File: src/rtl/fsram_pingpong_ctrl.sv
// Ping-pong scheduler for the FSRAM1/FSRAM2 bank pair: loader fills one bank while compute drains the other.
// Latency: bank CEN/WEN/A are combinational on the accepted cycle; rd_valid/rd_sel/rd_last follow one cycle later.
// Backpressure: wr_ready drops while the target bank is full; reads wait on rd_ready and a full bank.
// Optional macro FSRAM_PP_STALL_CNT_EN adds saturating write/read stall counters.
module fsram_pingpong_ctrl #(
    parameter int ADDR_W   = 12,
    parameter int SRAM_NUM = 8,
    parameter int TILE_W   = 8
) (
    input  logic                clk,
    input  logic                rst,
    input  logic                start,
    input  logic [ADDR_W-1:0]   frame_len,
    input  logic [TILE_W-1:0]   num_tiles,
    input  logic                wr_valid,
    output logic                wr_ready,
    input  logic                rd_ready,
    output logic                rd_valid,
    output logic                rd_sel,
    output logic                rd_last,
    output logic                busy,
    output logic                done,
    output logic                CEN_1,
    output logic [SRAM_NUM-1:0] WEN_1,
    output logic [ADDR_W-1:0]   A_1,
    output logic                CEN_2,
    output logic [SRAM_NUM-1:0] WEN_2,
    output logic [ADDR_W-1:0]   A_2
`ifdef FSRAM_PP_STALL_CNT_EN
    ,
    output logic [15:0]         wr_stall_cnt,
    output logic [15:0]         rd_stall_cnt
`endif
);

    typedef enum logic [1:0] {ST_IDLE, ST_RUN, ST_DONE} state_t;

    state_t              state_q, state_d;
    logic [ADDR_W-1:0]   len_m1_q, len_m1_d;
    logic [ADDR_W-1:0]   wr_cnt_q, wr_cnt_d;
    logic [ADDR_W-1:0]   rd_cnt_q, rd_cnt_d;
    logic [TILE_W-1:0]   wr_left_q, wr_left_d;
    logic [TILE_W-1:0]   rd_left_q, rd_left_d;
    logic [1:0]          full_q, full_d;
    logic                wb_q, wb_d;
    logic                rb_q, rb_d;
    logic                wr_ready_q, wr_ready_d;
    logic                rd_valid_q, rd_valid_d;
    logic                rd_sel_q, rd_sel_d;
    logic                rd_last_q, rd_last_d;
    logic                busy_q, busy_d;
    logic                done_q, done_d;
    logic [ADDR_W-1:0]   a1_q, a2_q;

    logic                start_acc;
    logic                wr_fire, rd_issue, wr_end, rd_end;
    logic                wr_b0, wr_b1, rd_b0, rd_b1;

    // Event decode: accepted start, write/read fire and end-of-tile
    always_comb begin
        start_acc = (state_q == ST_IDLE) && start && (frame_len != '0) && (num_tiles != '0);
        wr_fire   = wr_valid && wr_ready_q;
        rd_issue  = (state_q == ST_RUN) && rd_ready && full_q[rb_q];
        wr_end    = wr_fire && (wr_cnt_q == len_m1_q);
        rd_end    = rd_issue && (rd_cnt_q == len_m1_q);
        wr_b0     = wr_fire && !wb_q;
        wr_b1     = wr_fire && wb_q;
        rd_b0     = rd_issue && !rb_q;
        rd_b1     = rd_issue && rb_q;
    end

    // Next-state: FSM, counters and bank full flags; registered outputs derive from next state
    always_comb begin
        state_d   = state_q;
        len_m1_d  = len_m1_q;
        wr_cnt_d  = wr_cnt_q;
        rd_cnt_d  = rd_cnt_q;
        wr_left_d = wr_left_q;
        rd_left_d = rd_left_q;
        full_d    = full_q;
        wb_d      = wb_q;
        rb_d      = rb_q;
        case (state_q)
            ST_IDLE: begin
                if (start_acc) begin
                    state_d   = ST_RUN;
                    len_m1_d  = frame_len - 1'b1;
                    wr_cnt_d  = '0;
                    rd_cnt_d  = '0;
                    wr_left_d = num_tiles;
                    rd_left_d = num_tiles;
                    full_d    = 2'b00;
                    wb_d      = 1'b0;
                    rb_d      = 1'b0;
                end
            end
            ST_RUN: begin
                // write and read always target different banks, so both flag updates can apply together
                if (wr_fire) begin
                    if (wr_end) begin
                        wr_cnt_d     = '0;
                        full_d[wb_q] = 1'b1;
                        wb_d         = ~wb_q;
                        wr_left_d    = wr_left_q - 1'b1;
                    end else begin
                        wr_cnt_d = wr_cnt_q + 1'b1;
                    end
                end
                if (rd_issue) begin
                    if (rd_end) begin
                        rd_cnt_d     = '0;
                        full_d[rb_q] = 1'b0;
                        rb_d         = ~rb_q;
                        rd_left_d    = rd_left_q - 1'b1;
                    end else begin
                        rd_cnt_d = rd_cnt_q + 1'b1;
                    end
                end
                if (rd_left_d == '0) begin
                    state_d = ST_DONE;
                end
            end
            ST_DONE: begin
                state_d = ST_IDLE;
            end
            default: begin
                state_d = ST_IDLE;
            end
        endcase

        // wr_ready looks at post-update flags so a just-filled bank is never written again
        wr_ready_d = (state_d == ST_RUN) && !full_d[wb_d] && (wr_left_d != '0);
        rd_valid_d = rd_issue;
        rd_sel_d   = rd_issue ? rb_q : rd_sel_q;
        rd_last_d  = rd_end;
        busy_d     = (state_d != ST_IDLE);
        done_d     = (state_d == ST_DONE);
    end

    // Bank drive: the active side owns the bank; an idle bank is deselected and holds its address
    always_comb begin
        CEN_1 = !(wr_b0 || rd_b0);
        CEN_2 = !(wr_b1 || rd_b1);
        WEN_1 = wr_b0 ? {SRAM_NUM{1'b0}} : {SRAM_NUM{1'b1}};
        WEN_2 = wr_b1 ? {SRAM_NUM{1'b0}} : {SRAM_NUM{1'b1}};
        A_1   = wr_b0 ? wr_cnt_q : (rd_b0 ? rd_cnt_q : a1_q);
        A_2   = wr_b1 ? wr_cnt_q : (rd_b1 ? rd_cnt_q : a2_q);
    end

    // State register with async reset; a reset mid-job simply abandons it
    always_ff @(posedge clk or posedge rst) begin
        if (rst) begin
            state_q    <= ST_IDLE;
            len_m1_q   <= '0;
            wr_cnt_q   <= '0;
            rd_cnt_q   <= '0;
            wr_left_q  <= '0;
            rd_left_q  <= '0;
            full_q     <= 2'b00;
            wb_q       <= 1'b0;
            rb_q       <= 1'b0;
            wr_ready_q <= 1'b0;
            rd_valid_q <= 1'b0;
            rd_sel_q   <= 1'b0;
            rd_last_q  <= 1'b0;
            busy_q     <= 1'b0;
            done_q     <= 1'b0;
            a1_q       <= '0;
            a2_q       <= '0;
        end else begin
            state_q    <= state_d;
            len_m1_q   <= len_m1_d;
            wr_cnt_q   <= wr_cnt_d;
            rd_cnt_q   <= rd_cnt_d;
            wr_left_q  <= wr_left_d;
            rd_left_q  <= rd_left_d;
            full_q     <= full_d;
            wb_q       <= wb_d;
            rb_q       <= rb_d;
            wr_ready_q <= wr_ready_d;
            rd_valid_q <= rd_valid_d;
            rd_sel_q   <= rd_sel_d;
            rd_last_q  <= rd_last_d;
            busy_q     <= busy_d;
            done_q     <= done_d;
            a1_q       <= A_1;
            a2_q       <= A_2;
        end
    end

    assign wr_ready = wr_ready_q;
    assign rd_valid = rd_valid_q;
    assign rd_sel   = rd_sel_q;
    assign rd_last  = rd_last_q;
    assign busy     = busy_q;
    assign done     = done_q;

`ifdef FSRAM_PP_STALL_CNT_EN
    logic [15:0] wr_stall_q, rd_stall_q;
    logic        wr_stall_ev, rd_stall_ev;

    always_comb begin
        wr_stall_ev = (state_q == ST_RUN) && wr_valid && !wr_ready_q && (wr_left_q != '0);
        rd_stall_ev = (state_q == ST_RUN) && rd_ready && !full_q[rb_q] && (rd_left_q != '0);
    end

    // Saturating stall counters, cleared by reset or a newly accepted job
    always_ff @(posedge clk or posedge rst) begin
        if (rst) begin
            wr_stall_q <= '0;
            rd_stall_q <= '0;
        end else if (start_acc) begin
            wr_stall_q <= '0;
            rd_stall_q <= '0;
        end else begin
            if (wr_stall_ev && (wr_stall_q != 16'hFFFF)) wr_stall_q <= wr_stall_q + 16'd1;
            if (rd_stall_ev && (rd_stall_q != 16'hFFFF)) rd_stall_q <= rd_stall_q + 16'd1;
        end
    end

    assign wr_stall_cnt = wr_stall_q;
    assign rd_stall_cnt = rd_stall_q;
`endif

endmodule

File: config.mk
export PLATFORM = sky130hd
export DESIGN_NAME = fsram_pingpong_ctrl
export DESIGN_NICKNAME = d
export VERILOG_FILES = /design/src/rtl/fsram_pingpong_ctrl.sv
export SDC_FILE = /design/constraint.sdc
export NUM_CORES = 1
export LEC_CHECK = 0
export ABC_CLOCK_PERIOD_IN_PS = 3300
export BUFFER_PORTS_ARGS = -buffer_cell sky130_fd_sc_hd__buf_2
export CAP_MARGIN = 5
export CORE_MARGIN = 1.5
export CORE_UTILIZATION = 45
export CTS_CLUSTER_DIAMETER = 60
export CTS_CLUSTER_SIZE = 8
export DETAILED_ROUTE_END_ITERATION = 8
export PLACE_DENSITY = 0.65
export SYNTH_ARGS = -nofsm -noshare
export SYNTH_HDL_FRONTEND = slang
export SYNTH_SLANG_ARGS = --single-unit
export TNS_END_PERCENT = 1
File: constraint.sdc
create_clock -name clk -period 3.3 [get_ports clk]
set_clock_uncertainty 0.2 [all_clocks]
set_input_delay 0.165 -clock clk [delete_from_list [all_inputs] [get_ports clk]]
set_output_delay 0.165 -clock clk [all_outputs]
set_load 0.01 [all_outputs]
* Yosys cells after proc, flatten, opt, wreduce, memory -nomap -nowiden
Index checks and enable logic that the tools add are counted.
** Storage, ports and cells
- Register bits after elaboration :: 88
- Bits in latches :: 0
- Memory bits (writable) :: 0
- Bits in read-only memories :: 0
- Bits of input ports :: 25
- Memories kept :: 0
** Operators by class
- Add/subtract/negate cells :: 5
- Multipliers :: 0
- Div/mod/pow operators :: 0
- $lt $le $gt $ge :: 5
- Equality and inequality tests :: 9
- Shift operators :: 0
- Mux-type cells :: 48
- Bitwise operators :: 5
- Reduce and logical (&&, ||, !) cells :: 35
** Operators with widths (count)
- $mux 12 :: 9
- $mux 8 :: 9
- $pmux 12 s2 :: 2
- $pmux 8 s2 :: 2
- $add 12x1->12 const B :: 2
- $eq 12x12->1 :: 2
- $logic_and 1x1->1 :: 16
- $mux 2 :: 8
- $reduce_bool 8->1 :: 2
- $sub 8x1->8 const B :: 2
- $mux 1 :: 12
- $reduce_bool 12->1 :: 1
- $sub 12x1->12 const B :: 1
- $logic_not 8->1 :: 1
- $ne 2x2->1 const B :: 4
- $pmux 2 s2 :: 2
- $lt 1x2->1 const B :: 3
- $reduce_and 3->1 :: 2
- $logic_not 1->1 :: 5
- $eq 2x1->1 const B :: 2
- $pmux 1 s2 :: 2
- $reduce_and 2->1 :: 2
- $reduce_and 4->1 :: 1
- $reduce_bool 2->1 :: 2
- other kinds (9) :: 13

* Logic depth before layout (Yosys ltp)
- Depth after elaboration :: 17
- Mapped depth :: 12
- Gate-level depth less buffers :: 10

* Worst setup path after synthesis
No wires, ideal clock.
- Kind :: flip-flop to flip-flop
- Start point :: register wr_cnt_q[3]
- End point :: register wr_ready_q, in the netlist wr_ready
- Setup time :: 0.136 ns
- Data arrival time :: 2.582 ns
- Slack :: 0.382 ns
- Stages on the path, launching flop included :: 10
- Buffers on the path :: 1
- Period minus slack after synthesis :: 2.918 ns
- Cells stage by stage :: dfrtp_1 -> buf_6 -> xor2_1 -> nor4_4 -> nand3_2 -> or4b_4 -> or4_1 -> nand3_1 -> nor4b_2 -> a211oi_2
** Between the ends
- Longest elaborated chain between the ends :: 14
** RTL lines
- start, declared :: RTL line 40 : logic [ADDR_W-1:0] wr_cnt_q, wr_cnt_d;
- start signal, assigned :: RTL line 173 : wr_cnt_q <= wr_cnt_d;
- $eq 12x12->1 (*) :: RTL line 64 : wr_end = wr_fire && (wr_cnt_q == len_m1_q);
- $logic_and 1x1->1 (*) :: RTL line 64
- $mux 2 :: RTL line 100 : if (wr_end) begin
- $mux 2 :: RTL line 99 : if (wr_fire) begin
- $mux 2 :: RTL line 83 : case (state_q)
- $and 2x2->2 (no source line)
- $mux 2 :: RTL line 110 : if (rd_end) begin
- $mux 2 :: RTL line 109 : if (rd_issue) begin
- $pmux 2 s2 :: RTL line 83
- $mux 1 (implied by the code) (2 in a row) :: RTL line 132 : wr_ready_d = (state_d == ST_RUN) && !full_d[wb_d] && (wr_left_d != '0);
- $logic_not 1->1 :: RTL line 132
- $logic_and 1x1->1 :: RTL line 132
- $logic_and 1x1->1 (*) :: RTL line 132
- net wr_ready_d :: RTL line 47 : logic wr_ready_q, wr_ready_d;
- end signal, assigned :: RTL line 180 : wr_ready_q <= wr_ready_d;
- end, declared :: RTL line 47
Mark *: on every way through the listed nets, which the timed path passes. The rest lies on a longest branch. The select of a mux whose other input is x is not followed.
A chain may end at the register's enable or synchronous reset.

* Final worst setup path
- Start point :: register wr_cnt_q[10]
- End point :: register wr_ready_q, in the netlist wr_ready
Same word-level chain as after synthesis.

==> impl_results.md <==
* DP Area at 0.00541 sq mm
* Met2 wire length at 6210 microns
* Post-Syn Area at 0.00492 sq mm
* Period utilisation layout at 96.1%
* Via Count at 4273
* Port Buf Inserts at 72
* Count leader, synth: dfrtp_1
* Peak supply drop at 0.000295 V
* Worst EP required at 3.35 ns
* Chip width at 108 microns
* WHS at 0.0171 ns
* Highest routing layer actually used: met4
* FP Rows at 37
* Routed Wire Length at 13100 microns
* Metal3 WL at 770 microns
* Layout Cell Area excl Fill at 0.00592 sq mm
* Max Root-Sink Buffers at 2
* CP Class: register to register
* Area Growth Syn to Fin at 20.4%
* Chip height at 108 microns
* Worst slew pin tran at 0.763 ns
* Top cell type's share of synthesized area at 44.8%
* Synth top cells by count: dfrtp_1 (88), nand2_1 (73), o21ai_0 (54), nor2_1 (42), xor2_1 (35)
* Register Area at 0.00220 sq mm
* Initial Utilization at 47.0%
* Global Route Usage Sum at 23.9%
* Largest net degree at the start of global routing at 47
* CTS buffer count at 9
* Clock Latency Late Sink at 0.37 ns
* Final Hold Vio Count at 0
* Area of the multi-input gates at 0.00243 sq mm
* Nets@finish at 650
* Cells after synthesis at 532
* Cell taking the most area after synthesis: dfrtp_1
* HPWL after DPL at 9530 microns
* Status: finished, final reports clean
* # IOs at 73
* Worst Hold Class: input port to register
* Overflow after GRT at 0
* RSZ-0062 raised after global routing: no
* Combinational share of power at 39.2%
* CP Launch Point: wr_cnt_q[10]
* Syn Area/Cell at 9.24 sq um
* Net Sw Power at 1730 uW
* Routed len/inst at 17.3 microns
* Critical path capture point type: register
* Antenna cell count at 0
* CP arrival at 3.22 ns
* Reg2reg setup slack at 0.13 ns
* Library cells used by synthesis at 55
* CTS tree: done
* DRC Markers at 0
* FF-to-FF Start: wr_cnt_q[10]
* Starting DRT DRC Count at 295
* Filler Cell Count at 975
* EDFF count, synth at 0
* Final setup viols at 0
* #FFs+latches synth at 88
* Layout cells sized above 1 at 20.2%
* Synth Warn # at 0
* Final Max Tran Viols at 0
* Max Fanout on Critical Path at 7
* Sequential power share at 37.9%
* Synth area leaders: dfrtp_1 (45%), xor2_1 (6.2%), nand2_1 (5.6%)
* Initial DRT Pass Iterations at 5
* Worst rel slew slack at 49.1%
* Tmin final at 3.17 ns
* Async set-reset flop share out of synthesis at 100%
* Vias in the first global route at 4131
* First-pass GRT wire length at 21200 microns
* Core area at 0.0105 sq mm
* Min-Delay Startpoint: frame_len[0]
* GP Congestion at 0.873
* P per Cell Area at 739 mW/mm^2
* Peak Freq at 315 MHz
* Most common flop cell mapped by yosys: dfrtp_1
* Clock power share at 22.9%
* Clock Tree Root: clkbuf_8
* Die area at 0.0116 sq mm
* Leakage power at 0.00273 uW
* Final ANT Viol Nets at 0
* M1 wire length at 5930 microns
* Total internal power at 2650 uW
* H-Tree Depth at 3
* Clock transition at the registers of the reported paths at 0.09 ns
* Sequential cell area fraction in the yosys report at 44.8%
* Initial antenna violation count at 0
* Fin Setup TNS at 0 ns
* Startpoint types: register
* MaxCap Viol Count at 0
* Switching Share at 39.5%
* Clk sink count at 88
* Post-synthesis net count at 562
* Vias/cell at 5.61
[layer usage]
metal  global-route usage (%)  up-vias
li1                         -     2021
met1                     33.8     2075
met2                     37.9      161
met3                     2.36       16
met5                        0        -
met4                     9.30        0
[final timing paths]
path                            cells past startpoint          end
worst max-delay path                                8     wr_ready
worst min-delay path                                4  len_m1_q[3]
worst max register to register                      8     wr_ready
worst min register to register                      2       rd_sel
max in group asynchronous                           4      a1_q[3]
min in group asynchronous                           3  len_m1_q[7]
[timing repair]
item / in CTS / in global routing
gates resized for setup: 0 / 3
hold buffers: 23 / 0
buffers inserted: 0 / 0
hold endpoints to repair: 64 / 0
endpoints found under the setup margin: 0 / 8
[worst max-delay path, cell delays in order, from the launching register on]
cell	delay (ns)
dfrtp_1	0.48
xor2_1	0.20
nor4_4	0.40
nand3_2	0.16
or4b_4	0.55
or4_1	0.54
nand3_1	0.13
nor4b_4	0.26
a211oi_2	0.12
[registers in the layout, summed over array words and instances, names as in the netlist]
register / count
a1_q: 12
a2_q: 12
len_m1_q: 12
rd_cnt_q: 12
wr_cnt_q: 12
rd_left_q: 8
wr_left_q: 8
full_q: 2
state_q: 2
busy: 1
done: 1
rb_q: 1
rd_last: 1
rd_sel: 1
rd_valid: 1
wb_q: 1
wr_ready: 1
[cell families after synthesis]
group,count (synthesis),share of synthesized area (%)
XOR/XNOR,45,8.02
AND/OR/NAND/NOR,204,21.3
multiplexers,27,5.57
AO/OA/AOI/OAI,105,13.0
buffers and inverters,58,6.03
flip-flops,88,44.8
adder cells (fa/ha/maj),5,1.27
[metrics by stage]
| step | cells | power (uW) | util (%) | setup WS, ns |
|---|---|---|---|---|
| after global routing | 761 | 4640 | 56.6 | 0.0143 |
| after CTS | 761 | 4350 | 56.4 | 0.0204 |
| final | 761 | 4380 | 56.6 | 0.130 |
| after detailed placement | 722 | 3320 | 51.7 | 0.120 |
| after global placement | 722 | 3280 | 51.7 | 0.197 |
| after floorplan | 532 | 2820 | - | 0.382 |
[layout by cell type (no fill, tap or decap), types with 2 or more instances in the layout]
cell and n:
a22oi_1 2, a211oi_1 2, or3_1 9, a21o_1 4
dfrtp_1 88, buf_12 2, nor3_1 11, and2_1 2
and3_1 9, ha_1 5, or4_1 2, xor2_1 35
or4_4 2, o311ai_0 2, a31oi_1 3, nor4_1 9
or2_2 2, mux2i_1 24, nand2b_1 7, clkbuf_8 10
buf_4 19, a21oi_1 12, o31a_1 2, o211ai_1 7
inv_1 18, buf_2 72, o21ai_0 54, nand2_1 73
nor4_4 3, nor2_1 42, bufinv_16 4, nand3_1 14
nand4_1 10, dlygate4sd3_1 23, o31ai_1 5, mux2_2 3
xnor2_1 10
[area by class of cell]
type                            count  area share, %
Inverter                           19           1.23
Clock inverter                      5           2.16
Timing Repair Buffer              116           13.1
Clock buffer                       11           2.39
Sequential cell                    88           37.2
Multi-Input combinational cell    386           41.1
Tap cell                          136           2.88
[power by group through the flow]
| stage | combinational, uW | clock [uW] | sequential (uW) |
|---|---|---|---|
| finish | 1720 | 1000 | 1660 |
| floorplan | 1250 | 0 | 1580 |
| global route | 1900 | 1040 | 1690 |
| CTS | 1690 | 1010 | 1650 |
| detailed placement | 1650 | 0 | 1670 |
| global placement | 1620 | 0 | 1660 |
Power figures use the tool's default switching activity.
